$ cat src/rtl/mul_request_arbiter.sv
// Round-robin arbiter that lets two requesters share one 8x8 multiplier handshake.
// Define MUL_ARB_TIMEOUT_EN to build the WAIT-state abort counter (limit TIMEOUT_CYCLES).
module mul_request_arbiter #(
   parameter int unsigned TIMEOUT_CYCLES = 255
) (
   input  logic        clk,
   input  logic        reset,
   input  logic [1:0]  req,
   input  logic [15:0] req_ba0,
   input  logic [15:0] req_ba1,
   output logic [1:0]  ack,
   output logic [15:0] prod,
   output logic        err,
   output logic        busy,
   output logic        grant_id,
   output logic        mul_start,
   output logic [15:0] mul_ip_BA,
   input  logic [15:0] mul_op_prod,
   input  logic        mul_ready
);

   typedef enum logic [1:0] {
      ST_IDLE,
      ST_WAIT,
      ST_RELEASE
   } state_t;

   if (TIMEOUT_CYCLES < 1 || TIMEOUT_CYCLES > 255) begin : g_bad_timeout
      $error("TIMEOUT_CYCLES must lie within 1..255");
   end

   state_t      state_q;
   logic [1:0]  ack_q;
   logic [15:0] prod_q;
   logic        busy_q;
   logic        grant_id_q;
   logic        mul_start_q;
   logic [15:0] mul_ip_ba_q;
   logic        last_q;
   logic        grant_d;

`ifdef MUL_ARB_TIMEOUT_EN
   logic [7:0]  tmo_q;
   logic        err_q;
   logic        tmo_hit;

   // The counter reaches the limit on the edge where it would step to TIMEOUT_CYCLES.
   assign tmo_hit = (tmo_q == 8'(TIMEOUT_CYCLES - 1));
   assign err     = err_q;
`else
   assign err     = 1'b0;
`endif

   // NOTE: give every combinational output a default first so no latch is inferred.
   always_comb begin
      grant_d = req[1];
      if (req == 2'b11) grant_d = ~last_q;
   end

   // NOTE: sequential state uses non-blocking assignments so all registers update together.
   always_ff @(posedge clk or negedge reset) begin
      if (!reset) begin
         state_q     <= ST_IDLE;
         ack_q       <= 2'b00;
         prod_q      <= 16'h0000;
         busy_q      <= 1'b0;
         grant_id_q  <= 1'b0;
         mul_start_q <= 1'b0;
         mul_ip_ba_q <= 16'h0000;
         last_q      <= 1'b1;
`ifdef MUL_ARB_TIMEOUT_EN
         tmo_q       <= 8'd0;
         err_q       <= 1'b0;
`endif
      end else begin
         case (state_q)
            ST_IDLE: begin
               if (req != 2'b00) begin
                  grant_id_q  <= grant_d;
                  mul_ip_ba_q <= grant_d ? req_ba1 : req_ba0;
                  mul_start_q <= 1'b1;
                  busy_q      <= 1'b1;
                  state_q     <= ST_WAIT;
`ifdef MUL_ARB_TIMEOUT_EN
                  tmo_q       <= 8'd0;
`endif
               end
            end
            ST_WAIT: begin
               if (mul_ready) begin
                  prod_q      <= mul_op_prod;
                  ack_q       <= grant_id_q ? 2'b10 : 2'b01;
                  mul_start_q <= 1'b0;
                  last_q      <= grant_id_q;
                  state_q     <= ST_RELEASE;
`ifdef MUL_ARB_TIMEOUT_EN
               end else if (tmo_hit) begin
                  prod_q      <= 16'h0000;
                  ack_q       <= grant_id_q ? 2'b10 : 2'b01;
                  err_q       <= 1'b1;
                  mul_start_q <= 1'b0;
                  last_q      <= grant_id_q;
                  state_q     <= ST_RELEASE;
               end else begin
                  tmo_q       <= tmo_q + 8'd1;
`endif
               end
            end
            ST_RELEASE: begin
               ack_q <= 2'b00;
`ifdef MUL_ARB_TIMEOUT_EN
               err_q <= 1'b0;
`endif
               // Holding here until the multiplier is idle keeps a stale req from re-winning.
               if (!mul_ready) begin
                  busy_q  <= 1'b0;
                  state_q <= ST_IDLE;
               end
            end
            default: state_q <= ST_IDLE;
         endcase
      end
   end

   assign ack       = ack_q;
   assign prod      = prod_q;
   assign busy      = busy_q;
   assign grant_id  = grant_id_q;
   assign mul_start = mul_start_q;
   assign mul_ip_BA = mul_ip_ba_q;

endmodule

$ cat config.mk
export PLATFORM = sky130hd
export DESIGN_NAME = mul_request_arbiter
export DESIGN_NICKNAME = d
export VERILOG_FILES = /design/src/rtl/mul_request_arbiter.sv
export SDC_FILE = /design/constraint.sdc
export NUM_CORES = 1
export LEC_CHECK = 0
export ABC_CLOCK_PERIOD_IN_PS = 1500
export BUFFER_PORTS_ARGS = -buffer_cell sky130_fd_sc_hd__buf_4
export CAP_MARGIN = 15
export CORE_ASPECT_RATIO = 1.2
export CORE_MARGIN = 4
export CORE_UTILIZATION = 41
export DETAILED_ROUTE_END_ITERATION = 6
export PLACE_DENSITY = 0.76
export SYNTH_ARGS = -nofsm -noshare
export SYNTH_HDL_FRONTEND = slang
export SYNTH_SLANG_ARGS = --single-unit
$ cat constraint.sdc
create_clock -name clk -period 1.5 [get_ports clk]
set_input_delay 0.15 -clock clk [delete_from_list [all_inputs] [get_ports clk]]
set_output_delay 0.15 -clock clk [all_outputs]
set_load 0.01 [all_outputs]
Word level (Yosys, flattened, before mapping)
Cells that the tools add are included.
{ "totals": {"register_bits": 40, "input_bits": 53, "output_inout_bits": 38, "wordCells": 40} }
{ "classes": {"n_eq_ne": 6, "muxes": 14, "n_bitwise": 1, "n_reduce_logical": 11} }
{ "op_table": {"columns": ["cell", "count"], "rows": [
  ["$mux 16", 1],
  ["$mux 2", 5],
  ["$reduce_and 3->1", 3],
  ["$reduce_bool 2->1", 4],
  ["$ne 2x2->1 const B", 3],
  ["$pmux 2 s3", 1],
  ["$reduce_and 2->1", 3],
  ["$eq 2x2->1 const B", 2],
  ["$mux 1", 4],
  ["$pmux 1 s2", 2],
  ["$pmux 2 s2", 1],
  ["$eq 2x1->1 const B", 1],
  ["$logic_not 2->1", 1],
  ["$not 1->1", 1]
]} }

Logic depth before layout (Yosys ltp)
Gate-level depths: netlist (run 1).
{ "depth": {"word_depth": 3, "depth_mapped": 6} }

Worst setup path after synthesis (run 1)
Ideal clock, no wire load.
{ "synth_path": {"path_type": "reg2reg", "start": "register last_q", "end": "register mul_ip_ba_q[0] (netlist: mul_ip_BA[0])", "t_arrival_ns": 1.409, "t_required_ns": 1.375, "path_slack_ns": -0.034, "stages_incl_launch_ff": 6, "path_cell_list": "dfstp_2 a21bo_1 buf_6 buf_12 mux2_4 mux2_4"} }
{ "synth_between": {"elab_chain_len": 3} }
{ "synth_lines": {"columns": ["element", "line", "rtl"], "rows": [
  ["from (decl)", "39", "logic last_q;"],
  ["from (signal assigned)", "94", "last_q <= grant_id_q;"],
  ["$not 1->1", "57", "if (req == 2'b11) grant_d = ~last_q;"],
  ["$mux 1", "57", null],
  ["$mux 16", "80", "mul_ip_ba_q <= grant_d ? req_ba1 : req_ba0;"],
  ["to (signal assigned)", "80", null],
  ["to (decl)", "38", "logic [15:0] mul_ip_ba_q;"]
]} }
Every way passes these cells.
A chain may end at the register's enable or synchronous reset.

Worst setup path after layout (run 1)
{ "layout_path": {"start": "register last_q", "end": "register mul_ip_ba_q[5] (netlist: mul_ip_BA[5])"} }
Same word-level chain as after synthesis.

==> results of run 1 <==
## power breakdown
part / internal, mW / leakage, nW / switching, mW
clock: 0.375 / 0.0455 / 0.343
combinational: 1.63 / 0.876 / 0.976
sequential: 1.63 / 0.468 / 0.320
total: 3.63 / 1.39 / 1.64
## through the flow
step           setup slack (ns)  TNS, ns
5_1_grt                -0.08467  -0.9330
3_3_place_gp           -0.03865  -0.2353
4_1_cts                -0.06309  -0.4608
2_1_floorplan          -0.03439  -0.3094
6_report               -0.05402  -0.3862
3_5_place_dp           -0.05384  -0.4186
## area by class of cell
cell class                 instances  area, um^2
timing repair buffer              98       774.5
sequential                        40        1002
clock buffer                       8       90.09
fill                             341        1539
inverter                           1       3.754
tap                               56       70.07
multi-input combinational         71       814.5
## path summary, 6_finish.rpt
kind / from / endpoint / slack, ns / cells after the start
max in group asynchronous: reset / last_q$_DFFE_PN1P_ / 0.75 / 2
setup / recovery: last_q$_DFFE_PN1P_ / mul_ip_BA[5]$_DFFE_PN0P_ / -0.05 / 4
min in group asynchronous: reset / mul_ip_BA[0]$_DFFE_PN0P_ / 0.37 / 2
setup reg to reg: last_q$_DFFE_PN1P_ / mul_ip_BA[5]$_DFFE_PN0P_ / -0.05 / 4
hold reg to reg: mul_start$_DFFE_PN0P_ / mul_start$_DFFE_PN0P_ / 0.50 / 1
hold / removal: mul_op_prod[4] / prod[4]$_DFFE_PN0P_ / 0.09 / 2
## per-layer routing
metal | wire length, um | part of all wire, %
met2 | 2151 | 50
met3 | 362 | 8.4
met5 | 0 | 0
met4 | 118 | 2.7
met1 | 1701 | 39
## cell usage in the layout, fill, tap and decap left out, types with 2 or more instances in the layout
cell       n
buf_4     94
dfrtp_1   39
mux2_4    32
mux2_2    16
clkbuf_8   6
nand2b_1   3
o21ai_0    3
nand2_1    3
a22o_1     3
nor2_1     2
clkbuf_1   2
## cells by family (layout without fill, tap and decap cells)
| kind of cell | after synthesis | count (layout) |
|---|---|---|
| simple gates | 10 | 10 |
| flops | 40 | 40 |
| mux | 49 | 49 |
| other cells | 1 | 1 |
| compound gates | 11 | 11 |
| buf+inv | 9 | 107 |
## worst max-delay path: stages, from the launching register on
cell	delay, ns
dfstp_2	0.54
a21bo_4	0.18
buf_6	0.15
mux2_4	0.31
mux2_4	0.26
## flip-flops by register name, indices dropped and copies added (netlist names)
signal     cells
prod          16
state_q        2
mul_ip_BA     16
ack            2
grant_id       1
mul_start      1
busy           1
last_q         1
## timing repair
action / CTS / global route
gates resized for setup: 16 / 2
buffers inserted: 0 / 0
pin swaps: 1 / 1
hold endpoints to repair: 39 / 0
hold buffers: 1 / 0
setup endpoints to repair: 15 / 16
gates cloned: 1 / 0
==> out/results.txt, run 1 <==
Gr busiest metal -> met2
Worst-path clk slew -> 0.07 ns
WL final -> 4.333 mm
Worst Setup Path Type -> flop to flop
Vias in the first global route -> 1,341
Area of the core -> 4294 um^2
Post-synthesis mux area share -> 33.88%
Pins Over Slew Limit -> 0
Register area share after synthesis -> 54.94%
Clock latency on the worst-skew pair -> 0.28 ns
Die H -> 81.07 um
Largest family of logic cells by synthesized area -> multiplexers
Drt pass-1 iters -> 4
Cell Area, Placed -> 2565 um^2
# diodes -> 0
Synth Area in XOR/XNOR -> 0%
GRT Total Usage -> 16.11%
Met3 Use GR -> 4.011%
Async S/R FF share, synth -> 100.0%
Share of cells above drive strength 1 -> 70.64%
Top area cells in the synthesized netlist -> dfrtp_1, mux2_2, mux2_4
CP required -> 1.67 ns
DP Cell Count -> 264
Clock skew -> 0.003429 ns
Worst Max-Slew Pin Slew -> 0.5101 ns
Mean Syn Cell Area -> 15.20 um^2
Simple-Gate Fraction of Synth Area -> 2.743%
Post-synth top cells -> dfrtp_1, mux2_2, mux2_4
Total global routing overflow -> 0
Initial antenna violation count -> 0
GR Util met2 -> 26.62%
Die area -> 5585 um^2
P per Cell Area -> 1914 nW/um^2
Tot Pwr -> 5.274 mW
Max-cap viol count -> 0
Finished Cell Area -> 2755 um^2
Nets -> 270
Worst vdd ir -> 853.1 uV
Yosys Warn Count -> 0
Rows -> 26
Largest net degree at the start of global routing -> 41
Cell Area, Synth -> 1824 um^2
Final period utilization -> 103.6%
Fraction of the mapped netlist area in adder cells -> 0%
CP endpoint kind -> flop
Drt drc -> 0
CTS tree -> yes
Total CTS buffers -> 5
Fmax -> 643.5 MHz
Critical path peak fanout -> 6
Initial core utilization -> 42.48%
Post-synth EDFFs -> 0
Setup violators final -> 16
Hold Violations, Final -> 0
Final core occ -> 64.16%
Cell variety after synth -> 24
CTS H-tree depth -> 2
Status -> complete, but fails checks
Synthesis-stage register bit count -> 40
Num ports -> 91
Global routing usage on met1 -> 18.90%
Area Overhead vs Synth -> 51.03%
Net count after synthesis -> 173
Vias/cell -> 4.748
Clock sink count -> 40
Slew headroom -> 65.99%
Detail Placement HPWL -> 3.216 mm
Top_reg_cell synth -> dfrtp_1
Routed vias -> 1,301
Tmin final -> 1.554 ns
Leakage -> 1.390 nW
Worst EP arrival -> 1.73 ns
RSZ-0062 raised after global routing -> true
Wire length per cell -> 15.81 um
Horiz. Die Dim -> 68.89 um
Finished Layout Cells -> 274
Routed Antenna Nets -> 0
CP Launch Type -> flop
GP Congestion -> 0.7999
Slack of the critical path -> -0.05402 ns
Yosys top cell area share -> 53.50%
Area leader, netlist -> dfrtp_1
Max Buffers Root-to-Sink -> 2
Syn Inst Count -> 120
Worst Hold Class -> primary input to flop
Final hold slack -> 0.09192 ns
Compound-Gate Fraction of Synth Area -> 4.321%
PortBufs -> 89
Starting DRT DRC Count -> 23
Root Buffer Master -> clkbuf_8
Failing checks -> setup timing
Cell with the most instances after synthesis -> dfrtp_1
Global-route wire length before repair -> 6.527 mm
(Power assumes the default switching activity.)
==> run 2, diff against run 1 <==
--- a/config.mk
+++ b/config.mk
@@ -10,7 +10,9 @@
 export CAP_MARGIN = 15
+export CELL_PAD_IN_SITES_DETAIL_PLACEMENT = 1
+export CELL_PAD_IN_SITES_GLOBAL_PLACEMENT = 1
 export CORE_ASPECT_RATIO = 1.2
 export CORE_MARGIN = 4
-export CORE_UTILIZATION = 41
+export CORE_UTILIZATION = 32
 export DETAILED_ROUTE_END_ITERATION = 6
-export PLACE_DENSITY = 0.76
+export PLACE_DENSITY_LB_ADDON = 0.1
 export SYNTH_ARGS = -nofsm -noshare
--- a/constraint.sdc
+++ b/constraint.sdc
@@ -3,2 +3,2 @@
 set_output_delay 0.15 -clock clk [all_outputs]
-set_load 0.01 [all_outputs]
+set_load 0.05 [all_outputs]
==> run 2 against run 1 <==
Effect of this change: the run still ends with setup timing left; non-clock buffer count is the same; core utilization shrank 13 points; first-iteration DRC count grew 4.3%; sequential power is essentially flat; hold slack gained 0.0056 ns; via count shrank 0.23%.
==> out/results.txt, run 2 (synthesized netlist as in run 1, its figures left out) <==
Status -> complete, but fails checks
Failing checks -> setup timing
Hold Violations, Final -> 0
Fmax -> 650.8 MHz
CP max-delay cell -> dfstp_2
Power share of the clock group -> 10.3%
Setup violators final -> 16
Tmin final -> 1.536 ns
# diodes -> 0
Total CTS buffers -> 5
Reg2Reg Setup Slack -> -0.04 ns
Combinational share of power -> 61.4%
Worst Hold Class -> primary input to flop
Nets -> 270
Worst EP arrival -> 1.71 ns
Largest stage delay, worst path -> 0.54 ns
Most frequent cells in the layout -> buf_4, dfrtp_1, mux2_4
Area of the core -> 5406 um^2
Rows -> 29
GR Util met2 -> 26.45%
CP Buf/Inv Count -> 1
Postcts setup bufs -> 0
Final core occ -> 51.49%
Worst Setup Path Type -> flop to flop
Clock latency on the worst-skew pair -> 0.28 ns
Detail Placement HPWL -> 3.554 mm
Worst R2R Path Depth -> 4
PortBufs -> 89
Setup TNS -> -0.3836 ns
Clock sink count -> 40
Leakage -> 1.399 nW
WL final -> 4.696 mm
Gr busiest metal -> met2
Slew headroom -> 65.38%
Initial antenna violation count -> 0
CP Launch Type -> flop
Cell Area, Placed -> 2597 um^2
Global routing usage on met1 -> 15.59%
Vias in the first global route -> 1,558
Num ports -> 91
Crit path launch -> last_q$_DFFE_PN1P_
Drt pass-1 iters -> 2
Critical path peak fanout -> 8
Most common cell after layout, fill and taps aside -> buf_4
Vias/cell -> 4.636
Worst Max-Slew Pin Slew -> 0.5193 ns
Max-cap viol count -> 0
R2r endpoint -> mul_ip_BA[15]$_DFFE_PN0P_
Slack of the critical path -> -0.03647 ns
Critical-path cell list -> a21bo_4, buf_12, mux2_4, mux2_4
CP required -> 1.67 ns
GP Congestion -> 0.7081
Finished Cell Area -> 2784 um^2
Clock skew -> 0.005848 ns
GRT Total Usage -> 14.37%
Share of cells above drive strength 1 -> 70.64%
Routed vias -> 1,298
CTS H-tree depth -> 2
Starting DRT DRC Count -> 24
Final hold slack -> 0.09751 ns
DP Cell Count -> 270
Int Power -> 3.723 mW
Global-route wire length before repair -> 7.948 mm
Horiz. Die Dim -> 76.93 um
Largest net degree at the start of global routing -> 41
Crit path depth -> 4
Finished Layout Cells -> 280
CP endpoint kind -> flop
Worst vdd ir -> 1192 uV
Sw Share -> 46.54%
Root Buffer Master -> clkbuf_8
Pins Over Slew Limit -> 0
Area Overhead vs Synth -> 52.61%
Switching pwr -> 3.241 mW
Drt drc -> 0
Initial core utilization -> 33.74%
Wire length per cell -> 16.77 um
Max Buffers Root-to-Sink -> 2
Die area -> 6978 um^2
Most frequent CP cell -> mux2_4
Die H -> 90.71 um
Worst-path clk slew -> 0.07 ns
RSZ-0062 raised after global routing -> true
Critical Path End -> mul_ip_BA[15]$_DFFE_PN0P_
Final period utilization -> 102.4%
Met3 Use GR -> 4.790%
Total global routing overflow -> 0
Top delay family on crit path -> multiplexers
P per Cell Area -> 2502 nW/um^2
CTS tree -> yes
Routed Antenna Nets -> 0
Flop pwr share -> 28.3%
Worst r2r src -> last_q$_DFFE_PN1P_
[run 2: cell counts in the layout (fill, tap and decap cells not counted)]
No cell type changed its count.
[run 2: per-layer routing]
layer / part of all wire (%) / wire length, um
met5: 0 / 0
met4: 1.1 / 53
met2: 55 / 2580
met1: 37 / 1719
met3: 7.3 / 343
[run 2: layout make-up]
class,instances,area [um^2]
Fill cell,550,2623
Multi-Input combinational cell,71,814.5
Inverter,1,3.754
Tap cell,62,77.57
Sequential cell,40,1002
Clock buffer,8,90.09
Timing Repair Buffer,98,795.8
[run 2: worst register-to-register path, cell delays in order, from the launching register on]
cell	delay, ns
dfstp_2	0.54
a21bo_4	0.17
buf_12	0.15
mux2_4	0.30
mux2_4	0.26
[run 2: metrics by stage]
| stage | total power, mW | worst slack (ns) |
|---|---|---|
| after floorplan | 4.815 | -0.03439 |
| after CTS | 7.076 | -0.06282 |
| final | 6.964 | -0.03647 |
| after global placement | 6.045 | -0.04630 |
| after detailed placement | 6.170 | -0.09098 |
| after global routing | 7.341 | -0.06380 |
[run 2: repair_timing]
item,CTS,global route
pin swaps,1,1
gates cloned,1,0
resized for setup,17,0
hold buffers,1,0
hold endpoints to repair,39,0
endpoints found under the setup margin,16,16
[run 2: power groups by stage]
stage	Sequential (mW)	Clock, mW	Combinational [mW]
finish	1.97	0.717	4.28
detailed placement	1.99	0	4.18
CTS	1.98	0.758	4.33
global placement	1.95	0	4.10
global route	2.05	0.819	4.47
floorplan	3.69	0	1.13
[run 2: worst min path at each step]
stage	startpoint	end	slack, ns	depth (start not counted)
after floorplan	reset	ack[0]$_DFFE_PN0P_	-0.15	0
after global placement	reset	mul_ip_BA[10]$_DFFE_PN0P_	0.15	1
after detailed placement	reset	mul_ip_BA[11]$_DFFE_PN0P_	0.16	1
after CTS	mul_op_prod[0]	prod[0]$_DFFE_PN0P_	0.09	2
after global routing	mul_op_prod[1]	prod[1]$_DFFE_PN0P_	0.08	2
final	mul_op_prod[13]	prod[13]$_DFFE_PN0P_	0.1	2
==> run 3, diff against run 2 <==
Settings changed: ABC_AREA from default to 1, CORE_UTILIZATION 32 to 29, PLACE_DENSITY from default to 0.86, PLACE_DENSITY_LB_ADDON 0.1 to default.
==> run 3 against run 2 <==
Effect of this change: the flow now finishes without violations; core utilization shrank 9.0 points; synthesized cell count grew 100%; sequential share of layout area grew 0.11 points; first-iteration DRC count grew 13%; global-route usage shrank 0.12 points; maximum frequency grew 30%; hold slack lost 0.047 ns; combinational power shrank 9.8%; critical endpoint is now ack[1]$_DFFE_PN0P_; largest cell class unchanged; highest routed layer unchanged.
==> out/results.txt, run 3 <==
Top_reg_cell synth -> dfrtp_1
Drt pass-1 iters -> 4
Area Overhead vs Synth -> 40.65%
Initial antenna violation count -> 0
CP required -> 1.73 ns
# diodes -> 0
Final core occ -> 42.52%
Synth Area in XOR/XNOR -> 0%
Worst Setup Path Type -> flop to flop
Wire length per cell -> 13.02 um
Syn Inst Count -> 240
Clock sink count -> 40
Total global routing overflow -> 0
Async S/R FF share, synth -> 100.0%
Fill count -> 787
Pins Over Slew Limit -> 0
Largest net degree at the start of global routing -> 41
GP Congestion -> 0.7094
Vias/cell -> 4.332
Hold_buf cts -> 1
CP max-delay cell -> dfrtp_1
Postcts setup bufs -> 0
Critical path peak fanout -> 17
Cell variety after synth -> 23
Area leader, netlist -> dfrtp_1
Routed vias -> 1,802
Post-synthesis mux area share -> 0%
Die area -> 8193 um^2
RSZ-0062 raised after global routing -> false
Final period utilization -> 79.07%
Max Buffers Root-to-Sink -> 2
Top area cells in the synthesized netlist -> dfrtp_1, nand2_1, nand3_1
Slack of the critical path -> 0.3139 ns
Starting DRT DRC Count -> 27
Worst R2R Path Depth -> 5
Most common cell after layout, fill and taps aside -> nand2_1
CP endpoint kind -> flop
P per Cell Area -> 2339 nW/um^2
Post-synth top cells -> nand2_1, dfrtp_1, inv_1, nand3_1, nand2_2
Setup TNS -> 0 ns
Drt drc -> 0
Yosys Warn Count -> 0
Cell with the most instances after synthesis -> nand2_1
Finished Layout Cells -> 416
Total CTS buffers -> 5
Place WS -> 0.2932 ns
WL final -> 5.415 mm
Critical-path cell list -> inv_2, nand3_1, inv_2, nand2_1, nand2_1
Register area share after synthesis -> 50.79%
Root Buffer Master -> clkbuf_8
Largest family of logic cells by synthesized area -> simple AND/OR/NAND/NOR gates
Detail Placement HPWL -> 4.215 mm
Mean Syn Cell Area -> 8.221 um^2
Simple-Gate Fraction of Synth Area -> 35.45%
PortBufs -> 89
Finished Cell Area -> 2775 um^2
Post-synth EDFFs -> 0
Hold Violations, Final -> 0
Worst EP arrival -> 1.42 ns
Max-cap viol count -> 0
Share of cells above drive strength 1 -> 39.27%
Worst vdd ir -> 991.1 uV
Rows -> 32
Clock latency on the worst-skew pair -> 0.29 ns
DP Cell Count -> 407
Initial core utilization -> 30.23%
# resized after CTS -> 0
Fraction of the mapped netlist area in adder cells -> 0%
Largest stage delay, worst path -> 0.41 ns
R2r endpoint -> ack[1]$_DFFE_PN0P_
Area of the core -> 6526 um^2
Area occupied by multi-input gates -> 739.5 um^2
Most frequent cells in the layout -> nand2_1, buf_4, dfrtp_1
Hold Path Depth -> 3
Cell Area, Synth -> 1973 um^2
Net count after synthesis -> 293
Setup violators final -> 0
Num ports -> 91
Horiz. Die Dim -> 83.30 um
Hold Path Origin -> mul_op_prod[13]
Global-route wire length before repair -> 9.584 mm
Nets -> 383
CTS tree -> yes
Cell Area, Placed -> 2678 um^2
Min-Delay Endpoint -> prod[13]$_DFFE_PN0P_
Fmax -> 843.1 MHz
Worst-path clk slew -> 0.08 ns
CTS H-tree depth -> 2
Synthesis-stage register bit count -> 40
Worst r2r src -> state_q[1]$_DFFE_PN0P_
Leakage -> 1.600 nW
Clock skew -> 0.01095 ns
CP Launch Type -> flop
Tmin final -> 1.186 ns
Status -> complete, no violations
Vias in the first global route -> 2,019
Compound-Gate Fraction of Synth Area -> 1.839%
Worst Hold Class -> primary input to flop
Reg2Reg Setup Slack -> 0.31 ns
Routed Antenna Nets -> 0
FF+latch area -> 1002 um^2
Yosys top cell area share -> 49.46%
Die H -> 98.36 um
GRT Total Usage -> 14.25%
==> run 3: cell count changes after synthesis, moves of 10 or more <==
cell	before	now
nand3_1	0	25
nand2_2	0	11
nand3_2	0	10
mux2_2	30	0
inv_1	1	32
nand2_1	3	97
mux2_4	18	0
==> run 3: cell families (layout without fill, tap and decap cells) <==
| group | count (synthesis) | count (layout) |
|---|---|---|
| and+or+nand+nor | 147 | 147 |
| buffers and inverters | 46 | 137 |
| DFF | 40 | 40 |
| AOI/OAI and AO/OA | 6 | 6 |
| other | 1 | 1 |
==> run 3: worst max path at each step <==
stage                           start                   endpoint  slack (ns)  cells past startpoint
4_1_cts        state_q[1]$_DFFE_PN0P_         ack[1]$_DFFE_PN0P_        0.28                      5
6_report       state_q[1]$_DFFE_PN0P_         ack[1]$_DFFE_PN0P_        0.31                      5
5_1_grt        state_q[1]$_DFFE_PN0P_         last_q$_DFFE_PN1P_        0.17                      5
2_1_floorplan      last_q$_DFFE_PN1P_  mul_ip_BA[14]$_DFFE_PN0P_        0.37                      6
3_3_place_gp   state_q[0]$_DFFE_PN0P_  mul_ip_BA[10]$_DFFE_PN0P_        0.35                      5
3_5_place_dp   state_q[1]$_DFFE_PN0P_         ack[1]$_DFFE_PN0P_        0.29                      5
==> run 3: per-layer routing <==
| metal | track usage [%] | vias to the layer above | share of wire, % |
|---|---|---|---|
| met5 | 0 | - | 0 |
| met4 | 4.151 | 0 | 0.85 |
| met3 | 4.051 | 5 | 7.7 |
| met2 | 25.80 | 64 | 52 |
| met1 | 16.22 | 837 | 39 |
| li1 | - | 896 | - |
==> run 3: cell type report <==
cell class	count	area share [%]
Clock buffer	5	2.480
Sequential cell	40	36.11
Multi-Input combinational cell	154	26.65
Inverter	35	4.734
Timing Repair Buffer	94	25.52
Tap cell	85	3.832
Clock inverter	3	0.6763
==> run 3: worst max-delay path, delay by kind of cell, from the launching register on <==
family / cells / cell delay (ns)
simple gates: 3 / 0.36
flops: 1 / 0.41
buf+inv: 2 / 0.36
==> run 3: per-stage QoR <==
step / hold WS, ns / power (mW)
3_5_place_dp: 0.1628 / 5.879
4_1_cts: 0.04593 / 6.598
6_report: 0.05021 / 6.491
2_1_floorplan: -0.1456 / 4.650
3_3_place_gp: 0.1548 / 5.770
5_1_grt: 0.04188 / 6.961
==> run 3: power breakdown <==
| group | total [mW] | leakage (nW) | switching [mW] | internal, mW |
|---|---|---|---|---|
| clock | 0.700 | 0.0479 | 0.376 | 0.324 |
| sequential | 1.93 | 0.487 | 0.323 | 1.61 |
| combinational | 3.86 | 1.07 | 2.73 | 1.13 |
